[config.mk]
export PLATFORM = sky130hd
export DESIGN_NAME = bomber_info_data_packer
export DESIGN_NICKNAME = d
export VERILOG_FILES = /design/src/rtl/bomber_info_data_packer.sv
export SDC_FILE = /design/constraint.sdc
export NUM_CORES = 1
export LEC_CHECK = 0
export BUFFER_PORTS_ARGS = -buffer_cell sky130_fd_sc_hd__buf_2
export CAP_MARGIN = 25
export CELL_PAD_IN_SITES_DETAIL_PLACEMENT = 1
export CELL_PAD_IN_SITES_GLOBAL_PLACEMENT = 1
export CORE_UTILIZATION = 46
export DETAILED_ROUTE_END_ITERATION = 7
export HOLD_SLACK_MARGIN = 0.02
export PLACE_DENSITY = 0.76
export SLEW_MARGIN = 20
export SYNTH_ARGS = -nofsm -noshare
export SYNTH_HDL_FRONTEND = slang
export SYNTH_SLANG_ARGS = --single-unit
export TNS_END_PERCENT = 20
[constraint.sdc]
create_clock -name i_pclk -period 4 [get_ports i_pclk]
set_input_delay 0.8 -clock i_pclk [delete_from_list [all_inputs] [get_ports i_pclk]]
set_output_delay 0.8 -clock i_pclk [all_outputs]
set_load 0.05 [all_outputs]
[src/rtl/bomber_info_data_packer.sv]
// bomber_info_data_packer
//   Producer side of the 14-bit player-info word read by the info-text
//   renderer. Game logic hands in binary player state over valid/ready.
//   Each coordinate is clamped and then converted to a tens/units pair by a
//   5-cycle double-dabble. The packed word lands in a pending bank, which is
//   copied to the display bank on every vsync rising edge.
//
//   Packed word: [0] X tens, [4:1] X units, [5] Y tens, [9:6] Y units,
//                [11:10] lives, [13:12] bombs.
//
// Ports
//   i_pclk, i_rst_n          clock, async active-low reset
//   i_upd_valid/o_upd_ready  update handshake
//   i_upd_player             0 = player 1, 1 = player 2
//   i_pos_x, i_pos_y         binary tile positions (5b)
//   i_lives, i_bombs         2b counts
//   o_upd_done               1-cycle pulse on the pending-write cycle
//   i_vsync                  rising edge commits pending -> display
//   i_axi_addr, o_axi_data   zero-latency renderer read port
module bomber_info_data_packer #(
    parameter int POS_MAX   = 19,
    parameter int RST_LIVES = 3,
    parameter int RST_BOMBS = 1
) (
    input  logic        i_pclk,
    input  logic        i_rst_n,
    input  logic        i_upd_valid,
    output logic        o_upd_ready,
    input  logic        i_upd_player,
    input  logic [4:0]  i_pos_x,
    input  logic [4:0]  i_pos_y,
    input  logic [1:0]  i_lives,
    input  logic [1:0]  i_bombs,
    output logic        o_upd_done,
    input  logic        i_vsync,
    input  logic        i_axi_addr,
    output logic [13:0] o_axi_data
);

    localparam logic [13:0] RST_WORD = {2'(RST_BOMBS), 2'(RST_LIVES), 10'b0};
    localparam logic [4:0]  POS_LIM  = 5'(POS_MAX);

    typedef enum logic [1:0] {IDLE, CONV, WRITE} state_t;

    state_t            state;
    logic              player;
    logic [1:0]        lives;
    logic [1:0]        bombs;
    // Per axis shift register: [9] tens, [8:5] units, [4:0] binary operand.
    logic [1:0][9:0]   dd;
    logic [2:0]        cnt;
    logic [1:0][13:0]  pending;
    logic [1:0][13:0]  display;
    logic              vsync_q;
    logic              vsync_rise;
    logic [13:0]       word;

    function automatic logic [4:0] clamp(input logic [4:0] v);
        return (v > POS_LIM) ? POS_LIM : v;
    endfunction

    // One double-dabble iteration. The tens field is a single bit and can
    // never reach 5, so only the units nibble needs the add-3 correction.
    function automatic logic [9:0] dd_step(input logic [9:0] s);
        logic [9:0] t;
        t = s;
        if (t[8:5] >= 4'd5)
            t[8:5] = t[8:5] + 4'd3;
        return {t[8:0], 1'b0};
    endfunction

    assign vsync_rise = i_vsync & ~vsync_q;
    assign word       = {bombs, lives, dd[1][8:5], dd[1][9], dd[0][8:5], dd[0][9]};
    assign o_axi_data = display[i_axi_addr];

    always_ff @(posedge i_pclk or negedge i_rst_n) begin
        if (!i_rst_n) begin
            state       <= IDLE;
            player      <= 1'b0;
            lives       <= 2'b0;
            bombs       <= 2'b0;
            dd          <= '0;
            cnt         <= 3'd0;
            pending     <= {RST_WORD, RST_WORD};
            display     <= {RST_WORD, RST_WORD};
            vsync_q     <= 1'b0;
            o_upd_ready <= 1'b1;
            o_upd_done  <= 1'b0;
        end else begin
            vsync_q    <= i_vsync;
            o_upd_done <= 1'b0;
            // Nonblocking copy: a commit on the WRITE cycle takes the
            // pre-write pending value, the new word waits for the next frame.
            if (vsync_rise)
                display <= pending;

            case (state)
                IDLE: begin
                    if (i_upd_valid) begin
                        player      <= i_upd_player;
                        lives       <= i_lives;
                        bombs       <= i_bombs;
                        dd[0]       <= {5'b0, clamp(i_pos_x)};
                        dd[1]       <= {5'b0, clamp(i_pos_y)};
                        cnt         <= 3'd0;
                        o_upd_ready <= 1'b0;
                        state       <= CONV;
                    end
                end
                CONV: begin
                    dd[0] <= dd_step(dd[0]);
                    dd[1] <= dd_step(dd[1]);
                    if (cnt == 3'd4) begin
                        cnt        <= 3'd0;
                        o_upd_done <= 1'b1;   // registered: high during WRITE
                        state      <= WRITE;
                    end else begin
                        cnt <= cnt + 3'd1;
                    end
                end
                WRITE: begin
                    pending[player] <= word;
                    o_upd_ready     <= 1'b1;
                    state           <= IDLE;
                end
                default: state <= IDLE;
            endcase
        end
    end

endmodule
## Word-level counts from Yosys, hierarchy flattened

Index checks and enable logic that the tools add are counted.
W data, S select, Z words.

- Input bits: 20
- Output and inout port bits: 16
- Register bits after elaboration: 89
- Word-level logic and storage cells: 60

- Magnitude comparators: 7
- Add/sub/neg operators: 3
- Bitwise operators: 2
- Reductions and logical operators: 8
- Eq/ne operators: 5
- Muxes and demuxes: 21

Operators by type and width:

| cell | number |
|---|---|
| $mux W14 | 3 |
| $pmux W20 S2 | 1 |
| $bwmux W28 | 1 |
| $mux W20 | 1 |
| $demux W14 S1 | 1 |
| $gt A5 B5 Y1 const B | 2 |
| $mux W5 | 2 |
| $add A4 B2 Y4 const B | 2 |
| $ge A4 B3 Y1 const B | 2 |
| $mux W4 | 2 |
| $reduce_and A2 Y1 | 4 |
| $mux W3 | 2 |
| $pmux W3 S2 | 1 |
| $lt A1 B2 Y1 const B | 2 |
| $mux W2 | 2 |
| $ne A2 B2 Y1 const B | 2 |
| $pmux W2 S2 | 1 |
| $reduce_bool A2 Y1 | 2 |
| $add A3 B1 Y3 const B | 1 |
| $eq A3 B3 Y1 const B | 1 |
| $mux W1 | 3 |
| $eq A2 B1 Y1 const B | 1 |
| $eq A2 B2 Y1 const B | 1 |
| $logic_not A2 Y1 | 1 |
| 5 further kinds | 5 |

## Logic depth before layout (Yosys ltp)

- Word-level depth: 5
- Gate-level depth with buffers: 6
- Mapped depth without buffers: 6

## Least setup slack after synthesis

Ideal clock, no wire load.

- Kind: input-to-output
- From: input i_axi_addr
- To: output o_axi_data[10]
- Path buffers: 1
- Slack: 1.739 ns
- Data arrival time: 1.461 ns
- Cell stages on the path: 2
- Required time: 3.200 ns
- Path through: buf_2 -> mux2_2

- Cells in the longest elaborated chain, start to end: 2

RTL lines:

| item | RTL line | RTL |
|---|---|---|
| start, declared | 36 | `input logic i_axi_addr,` |
| $mux W14 (not written as such) (2 in series) | 74 | `assign o_axi_data = display[i_axi_addr];` |
| end, declared | 37 | `output logic [13:0] o_axi_data` |

Every way passes these cells. The select of a mux whose other input is x is not followed.

## Final worst setup path

- From: input i_axi_addr
- To: output o_axi_data[3]

The elaborated chain is that of the path after synthesis.

==> flow_summary.yaml <==
run_status:
  run_status: "finished clean"
yosys:
  yosysTopAreaCellShare: 0.507
  synth_area_per_cell_um2: 13.3
  yosys-top-cells-area: "dfrtp_1 51%, mux2_2 21%, dfstp_2 9.1%"
  synthXorXnorAreaFrac: 0.00467
  synth_area_um2: 3750
  synthSimpleGateAreaFrac: 0.0554
  synth_fa_ha_area_frac: 0.0200
  syn_nets: 308
  synthCells: 282
  synthMuxAreaShare: 0.213
  synth-seq-area-share: 0.598
  ys_seq_elements: 89
  synth_top_family_by_area: "multiplexers"
  synth_compound_area_frac: 0.0778
  yosysTopAreaCell: "dfrtp_1"
  synthDistinctLibCells: 29
  ys_warn_count: 0
setup_path:
  arrival_ns: 1.71
  critPathLaunchType: "input port"
  worstSetupPathType: "input port to output pin"
  cp.required_ns: 3.20
  rrSetupSlack_ns: 2.00
  crit_fanout: 14
  cpPeakStageDelay_ns: 0.38
  r2r_cells: 5
  endpoint_kind: "output pin"
  cp_cell_sequence: "buf_2 > mux2_2 > buf_2"
  cpMostUsedCell: "buf_2"
  crit_slowest_cell: "mux2_2"
  rr_startpoint: "state[0]"
  rr_endpoint: "dd[2]"
clock_tree:
  clkLatencyLatePin_ns: 0.35
  cts-htree-levels: 3
  cts.sinks: 89
  clkTransAtPathRegs_ns: 0.09
  hold_buffers: 0
  cts_buffers: 9
  post-cts-setup-buffers: 0
  cts_resized: 0
  root_buffer: "clkbuf_8"
  cts_tree: "built"
  clock_path_buffers: 2
routing:
  ant_nets: 0
  route.vias.total: 2345
  vias_per_cell: 5.47
  post-route-drc-count: 0
  dr.pass1.iters: 5
  drtIter0Drc: 121
  drt-total-wl_mm: 7.31
  detail_route.wl_per_cell_um: 17.0
floorplan:
  start_util: 0.480
  boundaryPins: 36
  row_count: 32
  fp.coreArea_um2: 7810
  die_w_um: 92.3
  die_height_um: 92.3
  die_area_um2: 8510
layout:
  seqCellArea_um2: 2240
  n_antenna_cell: 0
  n_fill_cell: 811
  final_common_cell: "dfrtp_1"
  multiInputGateArea_um2: 1390
  drive_gt1_frac: 0.443
  syn2layout_area_growth_pct: 13.0
  layout_common_cells: "76 x dfrtp_1, 71 x mux2_2, 34 x buf_2"
  layout.nets: 348
sta:
  rsz0062_at_grt: "no"
  setup_viol: 0
  fmaxAchievable_mhz: 399
  setup_tns_ns: 0
  fin_crit_ns: 2.51
  slew_violations: 0
  finClkSkew_ns: 0.0146
  final.period_utilization: 0.627
  hold_slack_ns: 0.379
  relSlewSlack: 0.400
  hold_violations: 0
  worst_slew_pin_slew_ns: 0.899
power:
  pwr-share-clk: 0.176
  vdd_drop_max_v: 0.000359
  p_comb_frac: 0.353
  seqPwrFrac: 0.471
  p_sw_frac: 0.377
  power_density_nw_per_um2: 779
  internal-power_uw: 2050
  leakage_uw: 0.00202
  switchingPower_uw: 1240
  finalPower_uw: 3300
grt:
  busiest_layer: "met2"
  grt_max_degree: 55
  met3_usage: 0.0340
  grt_pass1_vias: 2464
  grt_pass1_wl_mm: 12.6
  grt.overflow.total: 0
  use_met2: 0.310
  track_usage: 0.194
  use_met1: 0.263
  antenna_found_initial: 0
place:
  portBuffers: 35
  gp_congestion: 0.662
  hpwlAfterDp_mm: 4.85
run:
  maxCapViolCount: 0
hold_path:
  hp-class: "input port to async pin"
==> worst max-delay path by stage <==
stage | slack, ns | end | cells after the start | from
finish | 1.49 | o_axi_data[3] | 3 | i_axi_addr
global route | 1.44 | o_axi_data[2] | 3 | i_axi_addr
CTS | 1.48 | o_axi_data[3] | 3 | i_axi_addr
detailed placement | 1.48 | o_axi_data[12] | 3 | i_axi_addr
global placement | 1.51 | o_axi_data[6] | 3 | i_axi_addr
floorplan | 1.74 | o_axi_data[10] | 2 | i_axi_addr
==> power by group through the flow <==
stage	sequential, µW	combinational (µW)	clock (µW)
5_1_grt	1610	1280	636
6_report	1550	1160	581
3_5_place_dp	1570	1170	0
3_3_place_gp	1560	1110	0
2_1_floorplan	1510	920	0
4_1_cts	1560	1180	595
==> cells by family after synthesis <==
kind of cell	count (synthesis)
DFF	89
and+or+nand+nor	44
adders and majority gates	6
buffers and inverters	24
xor gates and xnor gates	2
AOI/OAI and AO/OA	46
muxes	71
==> flip-flops by register name, summed over array words and instances, names as in the netlist, 2 cells and up <==
name and flops:
display 28, state 2, bombs 2, pending 28, dd 20, lives 2
cnt 3
==> layer usage <==
metal | routed length, µm | vias to the layer above
met2 | 3630 | 44
li1 | - | 1090
met1 | 3330 | 1201
met4 | 109 | 0
met3 | 235 | 10
met5 | 0 | -
==> synth_stat cells <==
| library cell | instances |
|---|---|
| xnor2_1 | 2 |
| nor2_4 | 1 |
| o32ai_1 | 2 |
| dfstp_2 | 13 |
| nand2b_1 | 3 |
| inv_1 | 13 |
| buf_6 | 1 |
| o22ai_1 | 7 |
| mux2_2 | 71 |
| buf_2 | 7 |
| a21oi_1 | 6 |
| inv_2 | 1 |
| o21ai_0 | 20 |
| dfrtp_1 | 76 |
| nor3b_1 | 1 |
| nand3_1 | 4 |
| o311ai_0 | 3 |
| buf_4 | 2 |
| o21a_1 | 2 |
| a222oi_1 | 4 |
| o21bai_2 | 1 |
| nand2_1 | 23 |
| nand3_2 | 1 |
| nor2_2 | 1 |
| ha_1 | 6 |
| nor3_1 | 4 |
| nor2b_1 | 2 |
| nor2_1 | 4 |
| o211ai_1 | 1 |
==> through the flow <==
| step | area (µm²) | setup WS, ns | std cells | util |
|---|---|---|---|---|
| floorplan | 3750 | 1.74 | 282 | - |
| global placement | 4020 | 1.51 | 412 | 0.515 |
| detailed placement | 4050 | 1.48 | 413 | 0.518 |
| CTS | 4230 | 1.48 | 429 | 0.542 |
| global route | 4230 | 1.44 | 429 | 0.542 |
| finish | 4230 | 1.49 | 429 | 0.542 |
==> cell type report <==
| type | count | area share |
|---|---|---|
| Tap cell | 102 | 0.0301 |
| Multi-Input combinational cell | 169 | 0.329 |
| Clock buffer | 11 | 0.0358 |
| Inverter | 14 | 0.0124 |
| Timing Repair Buffer | 39 | 0.0538 |
| Clock inverter | 5 | 0.00887 |
| Sequential cell | 89 | 0.530 |
==> worst max-delay path: cells and delay by family <==
kind                   cells  cell delay, ns
buffers and inverters      2            0.52
multiplexers               1            0.38
(Power assumes the default switching activity.)
